$ cat src/rtl/mem_access_unit.sv
// rtl/mem_access_unit.sv - RV32I load/store unit driving a req/ack data-memory bus
module mem_access_unit #(
  parameter int unsigned TIMEOUT = 255
) (
  input  logic        clk,
  input  logic        rst,
  input  logic        mem_r,
  input  logic        mem_w,
  input  logic [1:0]  B_H_W,
  input  logic        sign,
  input  logic [31:0] addr,
  input  logic [31:0] wdata,
  output logic [31:0] rdata,
  output logic        stall,
  output logic        misalign,
  output logic        bus_err,
  output logic        bus_req,
  output logic        bus_we,
  output logic [31:0] bus_addr,
  output logic [3:0]  bus_be,
  output logic [31:0] bus_wdata,
  input  logic        bus_ack,
  input  logic [31:0] bus_rdata
);

  localparam logic [7:0] TIMEOUT_CNT = TIMEOUT[7:0];

  typedef enum logic [1:0] {
    S_IDLE,
    S_BUSY,
    S_DONE
  } state_t;

  state_t      state, state_next;
  logic [7:0]  cnt;
  logic [1:0]  lat_off;
  logic [1:0]  lat_size;
  logic        lat_sign;
  logic [31:0] rdata_q;

  logic        acc;
  logic        is_byte;
  logic        is_half;
  logic        misaligned;
  logic        start;
  logic        timeout_hit;
  logic [3:0]  be_next;
  logic [31:0] wdata_next;
  logic [7:0]  ld_byte;
  logic [15:0] ld_half;
  logic [31:0] ld_data;

  // Request decode; size 2'b11 falls through to word handling.
  always_comb begin
    acc        = mem_r | mem_w;
    is_byte    = (B_H_W == 2'b01);
    is_half    = (B_H_W == 2'b10);
    misaligned = 1'b0;
    be_next    = 4'b1111;
    wdata_next = wdata;
    if (is_byte) begin
      be_next    = 4'b0001 << addr[1:0];
      wdata_next = {4{wdata[7:0]}};
    end else if (is_half) begin
      misaligned = addr[0];
      be_next    = addr[1] ? 4'b1100 : 4'b0011;
      wdata_next = {2{wdata[15:0]}};
    end else begin
      misaligned = |addr[1:0];
    end
  end

  assign timeout_hit = (cnt == TIMEOUT_CNT);

  always_ff @(posedge clk or posedge rst) begin
    if (rst) begin
      state <= S_IDLE;
    end else begin
      state <= state_next;
    end
  end

  // DONE always returns to IDLE so an access still presented there is not restarted.
  always_comb begin
    state_next = state;
    start      = 1'b0;
    stall      = 1'b0;
    misalign   = 1'b0;
    case (state)
      S_IDLE: begin
        if (acc) begin
          if (misaligned) begin
            misalign = 1'b1;
          end else begin
            stall      = 1'b1;
            start      = 1'b1;
            state_next = S_BUSY;
          end
        end
      end
      S_BUSY: begin
        stall = 1'b1;
        if (bus_ack || timeout_hit) begin
          state_next = S_DONE;
        end
      end
      S_DONE: begin
        state_next = S_IDLE;
      end
      default: begin
        state_next = S_IDLE;
      end
    endcase
  end

  // Lane extraction uses the offset/size/sign captured at issue, not the live inputs.
  always_comb begin
    case (lat_off)
      2'd0:    ld_byte = bus_rdata[7:0];
      2'd1:    ld_byte = bus_rdata[15:8];
      2'd2:    ld_byte = bus_rdata[23:16];
      default: ld_byte = bus_rdata[31:24];
    endcase
    ld_half = lat_off[1] ? bus_rdata[31:16] : bus_rdata[15:0];
    case (lat_size)
      2'b01:   ld_data = {{24{lat_sign & ld_byte[7]}}, ld_byte};
      2'b10:   ld_data = {{16{lat_sign & ld_half[15]}}, ld_half};
      default: ld_data = bus_rdata;
    endcase
  end

  always_ff @(posedge clk or posedge rst) begin
    if (rst) begin
      bus_req   <= 1'b0;
      bus_we    <= 1'b0;
      bus_addr  <= 32'd0;
      bus_be    <= 4'd0;
      bus_wdata <= 32'd0;
      bus_err   <= 1'b0;
      rdata_q   <= 32'd0;
      cnt       <= 8'd0;
      lat_off   <= 2'd0;
      lat_size  <= 2'd0;
      lat_sign  <= 1'b0;
    end else if (start) begin
      bus_req   <= 1'b1;
      bus_we    <= mem_w;
      bus_addr  <= {addr[31:2], 2'b00};
      bus_be    <= be_next;
      bus_wdata <= wdata_next;
      cnt       <= 8'd0;
      lat_off   <= addr[1:0];
      lat_size  <= B_H_W;
      lat_sign  <= sign;
    end else if (state == S_BUSY) begin
      if (bus_ack) begin
        bus_req <= 1'b0;
        bus_err <= 1'b0;
        rdata_q <= ld_data;
      end else if (timeout_hit) begin
        bus_req <= 1'b0;
        bus_err <= 1'b1;
        rdata_q <= 32'd0;
      end else begin
        cnt <= cnt + 8'd1;
      end
    end
  end

  assign rdata = misalign ? 32'd0 : rdata_q;

endmodule

$ cat config.mk
export PLATFORM = sky130hd
export DESIGN_NAME = mem_access_unit
export DESIGN_NICKNAME = d
export VERILOG_FILES = /design/src/rtl/mem_access_unit.sv
export SDC_FILE = /design/constraint.sdc
export NUM_CORES = 1
export LEC_CHECK = 0
export ABC_CLOCK_PERIOD_IN_PS = 3700
export CORE_MARGIN = 2
export CORE_UTILIZATION = 41
export DETAILED_ROUTE_END_ITERATION = 8
export PLACE_DENSITY = 0.87
export SETUP_SLACK_MARGIN = 0.5
export SLEW_MARGIN = 30
export SYNTH_ARGS = -nofsm -noshare
export SYNTH_HDL_FRONTEND = slang
export SYNTH_SLANG_ARGS = --single-unit
$ cat constraint.sdc
create_clock -name clk -period 3.7 [get_ports clk]
set_clock_uncertainty 0.15 [all_clocks]
set_input_delay 0.555 -clock clk [delete_from_list [all_inputs] [get_ports clk]]
set_output_delay 0.555 -clock clk [all_outputs]
set_load 0.01 [all_outputs]
==> results of run 1 <==
-- power breakdown --
part           leakage, nW  switching (mW)  internal (mW)
combinational         2.18            1.22           1.53
sequential            1.40           0.372           1.81
clock                0.297           0.569           1.13
total                 3.87            2.16           4.48
-- worst max-delay path, cell delays in order --
cell and delay, ns:
clkdlybuf4s50_1 0.45, or3b_4 0.40, o211ai_2 0.12, or2_4 0.19
buf_12 0.13, and2_1 0.12, clkdlybuf4s50_1 0.52
-- repair_timing --
action / CTS / global route
buffers inserted: 0 / 2
setup endpoints to repair: 34 / 19
gates cloned: 1 / 1
gates resized for setup: 19 / 17
-- registers in the layout (all words and copies together), names as in the netlist --
register and count:
bus_we 1, rdata_q 32, cnt 8, state 2
lat_sign 1, bus_be 4, bus_req 1, bus_addr 30
bus_err 1, bus_wdata 32, lat_off 2, lat_size 2
-- layout make-up --
class,instances,area [µm²],area share
timing repair buffer,222,2270,0.263
tap,180,225,0.0260
inverter,13,52.6,0.00607
clock inverter,10,156,0.0181
sequential,116,2900,0.335
clock buffer,21,450,0.0520
multi-input combinational,355,2600,0.300
-- placed cells by master, fill, tap and decap left out, drive strengths merged, types with 3 or more instances in the layout --
master	instances
clkinv	5
nand3	9
o22a	8
xor2	3
mux2i	27
inv	12
ha	3
bufinv	4
nand2	24
buf	15
clkbuf	22
and2	34
a21oi	46
dfrtp	116
a221o	17
mux2	49
a211oi	12
a31oi	10
nor2b	11
o2bb2ai	15
nor2	11
dlymetal6s2s	17
nand2b	6
o21ai	33
dlygate4sd2	16
or3	3
clkdlybuf4s50	173
o22ai	9
-- cells by family after synthesis --
group / after synthesis / synth area share
compound gates: 160 / 0.186
flops: 116 / 0.503
other cells: 1 / 0.000650
mux: 76 / 0.143
simple gates: 110 / 0.105
buf+inv: 55 / 0.0488
fa+ha+maj: 3 / 0.00651
xor+xnor: 4 / 0.00738
-- per-layer routing --
| layer | up-vias | share of wire |
|---|---|---|
| li1 | 2327 | - |
| met2 | 274 | 0.50 |
| met3 | 44 | 0.093 |
| met4 | 0 | 0.030 |
| met5 | - | 0 |
| met1 | 2490 | 0.38 |
-- how the worst max path moves through the flow --
stage,end,start,slack (ns),cells after the start
after floorplan,stall,B_H_W[1],1.24,7
after global placement,stall,B_H_W[0],0.23,7
after detailed placement,stall,B_H_W[0],0.20,7
after CTS,stall,addr[0],0.49,7
after global routing,rdata[29],addr[0],0.42,7
final,rdata[29],addr[0],0.49,7
-- metrics by stage --
step                      total power [mW]  hold slack (ns)   util  area (µm²)  std cells
after floorplan                       3.53            0.298      -        5770        526
after global placement                4.89            0.318  0.577        7980        882
after detailed placement              4.99            0.318  0.577        7980        882
after CTS                             6.68            0.336  0.620        8580        914
after global routing                  7.01            0.353  0.626        8660        917
final                                 6.64            0.332  0.626        8660        917
==> results.yml, run 1 <==
sta:
  finalHoldViolations: 0
  slew_headroom: 0.415
  worst_pin_slew_ns: 0.877
  setup_violations: 0
  final.setup.tns_ns: 0
  layout_min_cycle_time_ns: 3.21
  fin_crit_sh: 0.867
  rsz0062_at_grt: "yes"
  drv_slew: 0
  setup_ws_ns: 0.492
  fmax_mhz: 312
pwr:
  p_leak_nw: 3.87
  vdd_drop_max_uv: 359
  pwr_density_cell_nw_per_um2: 767
place:
  place.gp.congestion: 0.852
  dp_hpwl_um: 12100
  io_buffers: 206
  pre_cts_ws_ns: 0.195
grt:
  grtUsageMet2: 0.381
  grtUsageTotal: 0.231
  grt-busiest-layer: "met2"
  use_met1: 0.263
  grt_pass1_wl_um: 26700
  grt_pass1_vias: 5235
  antenna_found_initial: 0
  gr-usage-met3: 0.0878
  gr-total-overflow: 0
  grt_start_max_net_pins: 79
finish:
  fin_nets: 832
  area_growth_pct: 50.2
  diodes: 0
  num-fill-cells: 1048
  drive_above_1_share: 0.0760
synth:
  synth_most_common_cell: "dfrtp_1"
  synth_commonest_cells: "dfrtp_1 (116), mux2_1 (47), a21oi_1 (46)"
  synth_edf_count: 0
  ys_ff_latch: 116
  synth_largest_area_cell: "dfrtp_1"
  synth_top_area_frac: 0.503
  synthFlopType: "dfrtp_1"
  yosysWarningCount: 0
  synth_area_um2: 5770
  synth.area.top_cells: "dfrtp_1 (50%), mux2_1 (9.2%), mux2i_1 (4.7%)"
  synth_cell_types: 48
  avgSynthCellArea_um2: 11.0
  synthArstFlopShare: 1.00
  ys_seq_area_frac: 0.503
  syn_inst: 525
worst_setup_path:
  critical_path_peak_fanout: 17
  required_ns: 2.99
  reg2reg_from: "lat_off[1]"
  timing.reg2reg.setup_slack_ns: 1.22
  reg2reg_depth: 4
  endpoint_kind: "output pin"
  setup.worst_path.class: "input port to output pin"
  cp-start-kind: "input port"
  cp.arrival_ns: 2.50
  r2r-end: "rdata_q[20]"
worst_hold_path:
  worstHoldStart: "bus_wdata[1]"
  hp-class: "flop to flop"
  hold_path_end: "bus_wdata[1]"
  min_path_cells: 1
floorplan:
  core_um2: 13800
  die_y_um: 123
  rows: 43
  io_pins: 209
  die_w_um: 123
  initial_core_util: 0.417
  dieArea_um2: 15000
clock_network:
  clock_sinks: 116
  ctsHoldBuffers: 0
  root_buffer: "clkbuf_16"
  clock_path_buffers: 2
  clkSlewWorstSetupHoldPaths_ns: 0.05
  cts_tree: "yes"
  insertion_delay_ns: 0.42
  htreeDepth: 4
  numCtsBuffers: 17
drt:
  drtIter0Drc: 433
  antenna_left: 0
  vias: 5135
  drc: 0
  wirelength_um: 17200
  first_pass_iters: 5
  drt-wirelength-per-cell_um: 18.7
  vias_per_cell: 5.60
job:
  drv_cap: 0
outcome:
  outcome: "completed"
No activity file was read; power rests on OpenSTA's default activity.
==> run 2: changes to the inputs <==
Settings changed: ABC_CLOCK_PERIOD_IN_PS 3700 to 3400, CORE_UTILIZATION 41 to 45, PLACE_DENSITY 0.87 to 0.91.
Clock period 3.7 ns to 3.4 ns, I/O delays scaled along.
==> results.yml, run 2 (same netlist as run 1, synthesis figures left out) <==
outcome:
  outcome: "completed"
place:
  dp_hpwl_um: 11800
  dp.cells: 876
  io_buffers: 206
  place.gp.congestion: 0.820
sta:
  fmax_mhz: 347
  final.setup.tns_ns: 0
  slew_headroom: 0.412
  finalHoldViolations: 0
  drv_slew: 0
  worst_pin_slew_ns: 0.880
  fin_crit_sh: 0.846
  layout_min_cycle_time_ns: 2.88
  rsz0062_at_grt: "yes"
  setup_violations: 0
grt:
  grt_pass1_vias: 5071
  grt_start_max_net_pins: 117
  grtUsageTotal: 0.247
  grt-busiest-layer: "met2"
  use_met1: 0.284
  grtUsageMet2: 0.423
  gr-usage-met3: 0.0814
  antenna_found_initial: 0
  gr-total-overflow: 0
  grt_pass1_wl_um: 25800
floorplan:
  rows: 41
  initial_core_util: 0.459
  io_pins: 209
  dieArea_um2: 13700
  die_w_um: 117
  die_y_um: 117
  core_um2: 12600
clock_network:
  insertion_delay_ns: 0.41
  cts_tree: "yes"
  cts_setup_buffers: 0
  clock_sinks: 116
  root_buffer: "clkbuf_16"
  numCtsBuffers: 17
  htreeDepth: 4
  clkSlewWorstSetupHoldPaths_ns: 0.05
  clock_path_buffers: 2
finish:
  area_growth_pct: 47.3
  layout.cells.non_filler: 908
  drive_above_1_share: 0.105
  diodes: 0
  final_common_cell: "clkdlybuf4s50_1"
  reg_top3: "bus_wdata: 32 flops, rdata_q: 32 flops, bus_addr: 30 flops"
  final_cell_mix: "clkdlybuf4s50_1 (171), dfrtp_1 (116), mux2_1 (47), a21oi_1 (46)"
  fin_nets: 830
worst_setup_path:
  critical_path_peak_fanout: 33
  cp.arrival_ns: 2.22
  cp-start-kind: "input port"
  r2r-end: "rdata_q[29]"
  setup.worst_path.class: "input port to output pin"
  reg2reg_depth: 4
  cp-startpoint: "B_H_W[1]"
  reg2reg_from: "lat_off[1]"
  endpoint_kind: "output pin"
  timing.reg2reg.setup_slack_ns: 0.90
  required_ns: 2.74
drt:
  wirelength_um: 16600
  vias_per_cell: 5.61
  drc: 0
  drtIter0Drc: 423
  drt-wirelength-per-cell_um: 18.3
  antenna_left: 0
  first_pass_iters: 8
  vias: 5092
pwr:
  pwr_density_cell_nw_per_um2: 848
  power_mw: 7.20
  vdd_drop_max_uv: 509
  p_leak_nw: 3.63
worst_hold_path:
  hold_path_end: "rdata_q[8]"
  hp-class: "flop to flop"
  min_path_cells: 1
  worstHoldStart: "rdata_q[8]"
job:
  drv_cap: 0
==> run 2: cell types whose count changed in the layout (fill, tap and decap cells not counted), moves of 2 or more <==
cell             delta
clkbuf_2           +20
clkdlybuf4s50_1     -2
buf_4               +2
dlygate4sd2_1       -6
clkdlybuf4s15_1     +4
clkbuf_8            +2
dlymetal6s2s_1     -16
==> run 2: layout make-up <==
class                   count  area, µm²
multi-input cells         355       2600
clock buffers              22        474
repair buffers            220       2090
inverters                  13       52.6
fillers                   935       4080
flip-flops and latches    116       2900
well taps                 172        215
clock inverters            10        153
==> run 2: power by group <==
group / internal, mW / switching [mW]
clock network: 1.28 / 0.616
registers: 1.97 / 0.403
logic: 1.60 / 1.33
total: 4.85 / 2.35
==> run 2: worst max-delay path, stage by stage <==
cell             delay [ns]
clkdlybuf4s50_1        0.49
or3b_4                 0.39
o211ai_2               0.10
or2_4                  0.16
buf_12                 0.15
and2_1                 0.13
dlygate4sd2_1          0.26
==> run 2: metal layers <==
layer,vias to the layer above,routed length (µm)
li1,2324,-
met1,2435,6370
met2,288,8260
met3,45,1590
met4,0,420
met5,-,0
==> run 2: worst max path at each step <==
stage,endpoint,slack [ns],cells after the start
floorplan,stall,1.03,7
global placement,rdata[5],0.29,7
detailed placement,rdata[4],0.22,7
CTS,rdata[5],0.50,7
global route,rdata[2],0.46,7
finish,rdata[2],0.52,7
==> run 2: timing repair <==
action,in CTS,in global routing
gates cloned,0,0
hold endpoints to repair,0,0
resized for setup,38,44
hold buffers,0,0
setup endpoints to repair,34,32
==> run 2: through the flow <==
stage | cell area (µm²) | util | hold slack, ns | worst slack [ns]
detailed placement | 7970 | 0.634 | 0.319 | 0.224
floorplan | 5770 | - | 0.298 | 1.03
global route | 8490 | 0.676 | 0.352 | 0.465
finish | 8490 | 0.676 | 0.332 | 0.522
global placement | 7970 | 0.634 | 0.318 | 0.286
CTS | 8560 | 0.681 | 0.333 | 0.497
==> run 3: changes to the inputs <==
Settings changed: ABC_CLOCK_PERIOD_IN_PS 3400 to 2700.
Clock period 3.4 ns to 2.7 ns, I/O delays scaled along.
==> results.yml, run 3 (same netlist as run 1, synthesis figures left out) <==
worst_setup_path:
  reg2reg_from: "cnt[0]"
  crit_chain: "nor2_2 -> o21ai_2 -> or2_4 -> buf_6 -> clkbuf_16 -> and2_4 -> buf_6"
  crit_slowest_cell: "dfrtp_1"
  required_ns: 2.14
  crit_top_cell: "buf_6"
  critPathTopFamily: "simple AND/OR/NAND/NOR gates"
  cp-startpoint: "state[1]"
  critical_path_peak_fanout: 8
  reg2reg_depth: 5
  r2r-end: "cnt[4]"
  setup.worst_path.class: "flop to output pin"
  cp.buffers_inverters: 3
  cp-start-kind: "flop"
  max_stage_delay_ns: 0.40
  endpoint_kind: "output pin"
  cp.arrival_ns: 1.89
  timing.reg2reg.setup_slack_ns: 0.60
  cp.depth: 7
  crit_end: "rdata[26]"
sta:
  whs_ns: 0.238
  rsz0062_at_grt: "yes"
  worst_pin_slew_ns: 0.613
  slew_headroom: 0.591
  finalHoldViolations: 0
  drv_slew: 0
  layout_min_cycle_time_ns: 2.45
  setup_ws_ns: 0.251
  final.setup.tns_ns: 0
  fmax_mhz: 408
  fin_crit_sh: 0.907
  setup_violations: 0
pwr:
  swShare: 0.320
  power_mw: 9.91
  p_int_mw: 6.74
  seq_power_share: 0.301
  pwr_density_cell_nw_per_um2: 1100
  p_comb_frac: 0.444
  p_sw_mw: 3.17
  p_clk_frac: 0.255
  vdd_drop_max_uv: 612
  p_leak_nw: 3.87
grt:
  grt_pass1_vias: 5334
  antenna_found_initial: 0
  grt_pass1_wl_um: 27700
  grtUsageTotal: 0.265
  grt_start_max_net_pins: 117
  gr-total-overflow: 0
clock_network:
  clock_sinks: 116
  clkSlewWorstSetupHoldPaths_ns: 0.05
  numCtsBuffers: 17
  insertion_delay_ns: 0.42
  clock_path_buffers: 2
  cts_tree: "yes"
  root_buffer: "clkbuf_16"
  htreeDepth: 4
  ctsHoldBuffers: 0
finish:
  layout.cells.non_filler: 930
  fin_util: 0.718
  final_cell_mix: "clkdlybuf4s50_1 (166), dfrtp_1 (116), mux2_1 (47), a21oi_1 (46), buf_6 (38)"
  final_cell_area_um2: 9020
  fin_nets: 852
  final_common_cell: "clkdlybuf4s50_1"
  reg_top3: "bus_wdata: 32 flops, rdata_q: 32 flops, bus_addr: 30 flops"
  num-fill-cells: 848
  area_growth_pct: 56.5
  drive_above_1_share: 0.198
  diodes: 0
floorplan:
  die_y_um: 117
  die_w_um: 117
  dieArea_um2: 13700
  initial_core_util: 0.459
  rows: 41
  core_um2: 12600
  io_pins: 209
place:
  pre_cts_ws_ns: -0.258
  place.gp.congestion: 0.851
  io_buffers: 206
  dp_hpwl_um: 12100
  dp.cells: 887
  postPlaceCellArea_um2: 8050
drt:
  first_pass_iters: 6
  drtIter0Drc: 528
  vias: 5347
  wirelength_um: 18400
  vias_per_cell: 5.75
  antenna_left: 0
  drc: 0
  drt-wirelength-per-cell_um: 19.7
worst_hold_path:
  hp-class: "input port to flop"
job:
  drv_cap: 0
outcome:
  outcome: "completed"
## run 3: cell types whose count changed in the layout (fill, tap and decap cells not counted), moves of 3 or more
cell and change:
and2_1 -32, and2_4 +32, buf_16 +3, buf_2 +3, buf_4 +14, buf_6 +38, clkbuf_2 -20, clkdlybuf4s15_1 -4
clkdlybuf4s50_1 -5, dlygate4sd2_1 -8
## run 3: worst min path at each step
stage	cells past startpoint	endpoint	slack, ns	start
floorplan	1	rdata_q[0]	0.30	rdata_q[0]
global placement	1	bus_addr[26]	0.32	bus_addr[26]
detailed placement	1	rdata_q[13]	0.32	rdata_q[13]
CTS	3	bus_be[0]	0.20	addr[0]
global route	3	bus_be[0]	0.25	addr[0]
finish	3	bus_be[0]	0.24	addr[0]
## run 3: power groups by stage
stage	clock [mW]	sequential, mW	combinational, mW
finish	2.53	2.98	4.40
global route	2.63	3.06	4.72
global placement	0	2.92	3.85
CTS	2.55	2.94	3.97
detailed placement	0	2.96	3.96
floorplan	0	3.07	1.77
## run 3: repair_timing
item / 4_1_cts / 5_1_grt
endpoints found under the setup margin: 87 / 52
resized for setup: 168 / 72
pin swaps: 6 / 30
buffers inserted: 6 / 1
gates cloned: 3 / 1
## run 3: metal layers
metal  vias up  track usage  share of wire
li1       2367            -              -
met4         0        0.115          0.036
met2       321        0.446           0.50
met5         -            0              0
met3        64       0.0772          0.085
met1      2595        0.317           0.38
## run 3: tightest hold or removal path, cell delays in order
cell and delay (ns):
buf_2 0.11, buf_6 0.13, o32ai_1 0.11
## run 3: final cells by class
type                       count  area (µm²)  area share
inverter                      13        52.6     0.00582
sequential                   116        2900       0.322
clock inverter                10         203      0.0225
clock buffer                  22         454      0.0503
multi-input combinational    355        2710       0.300
tap                          172         215      0.0238
timing repair buffer         242        2490       0.276
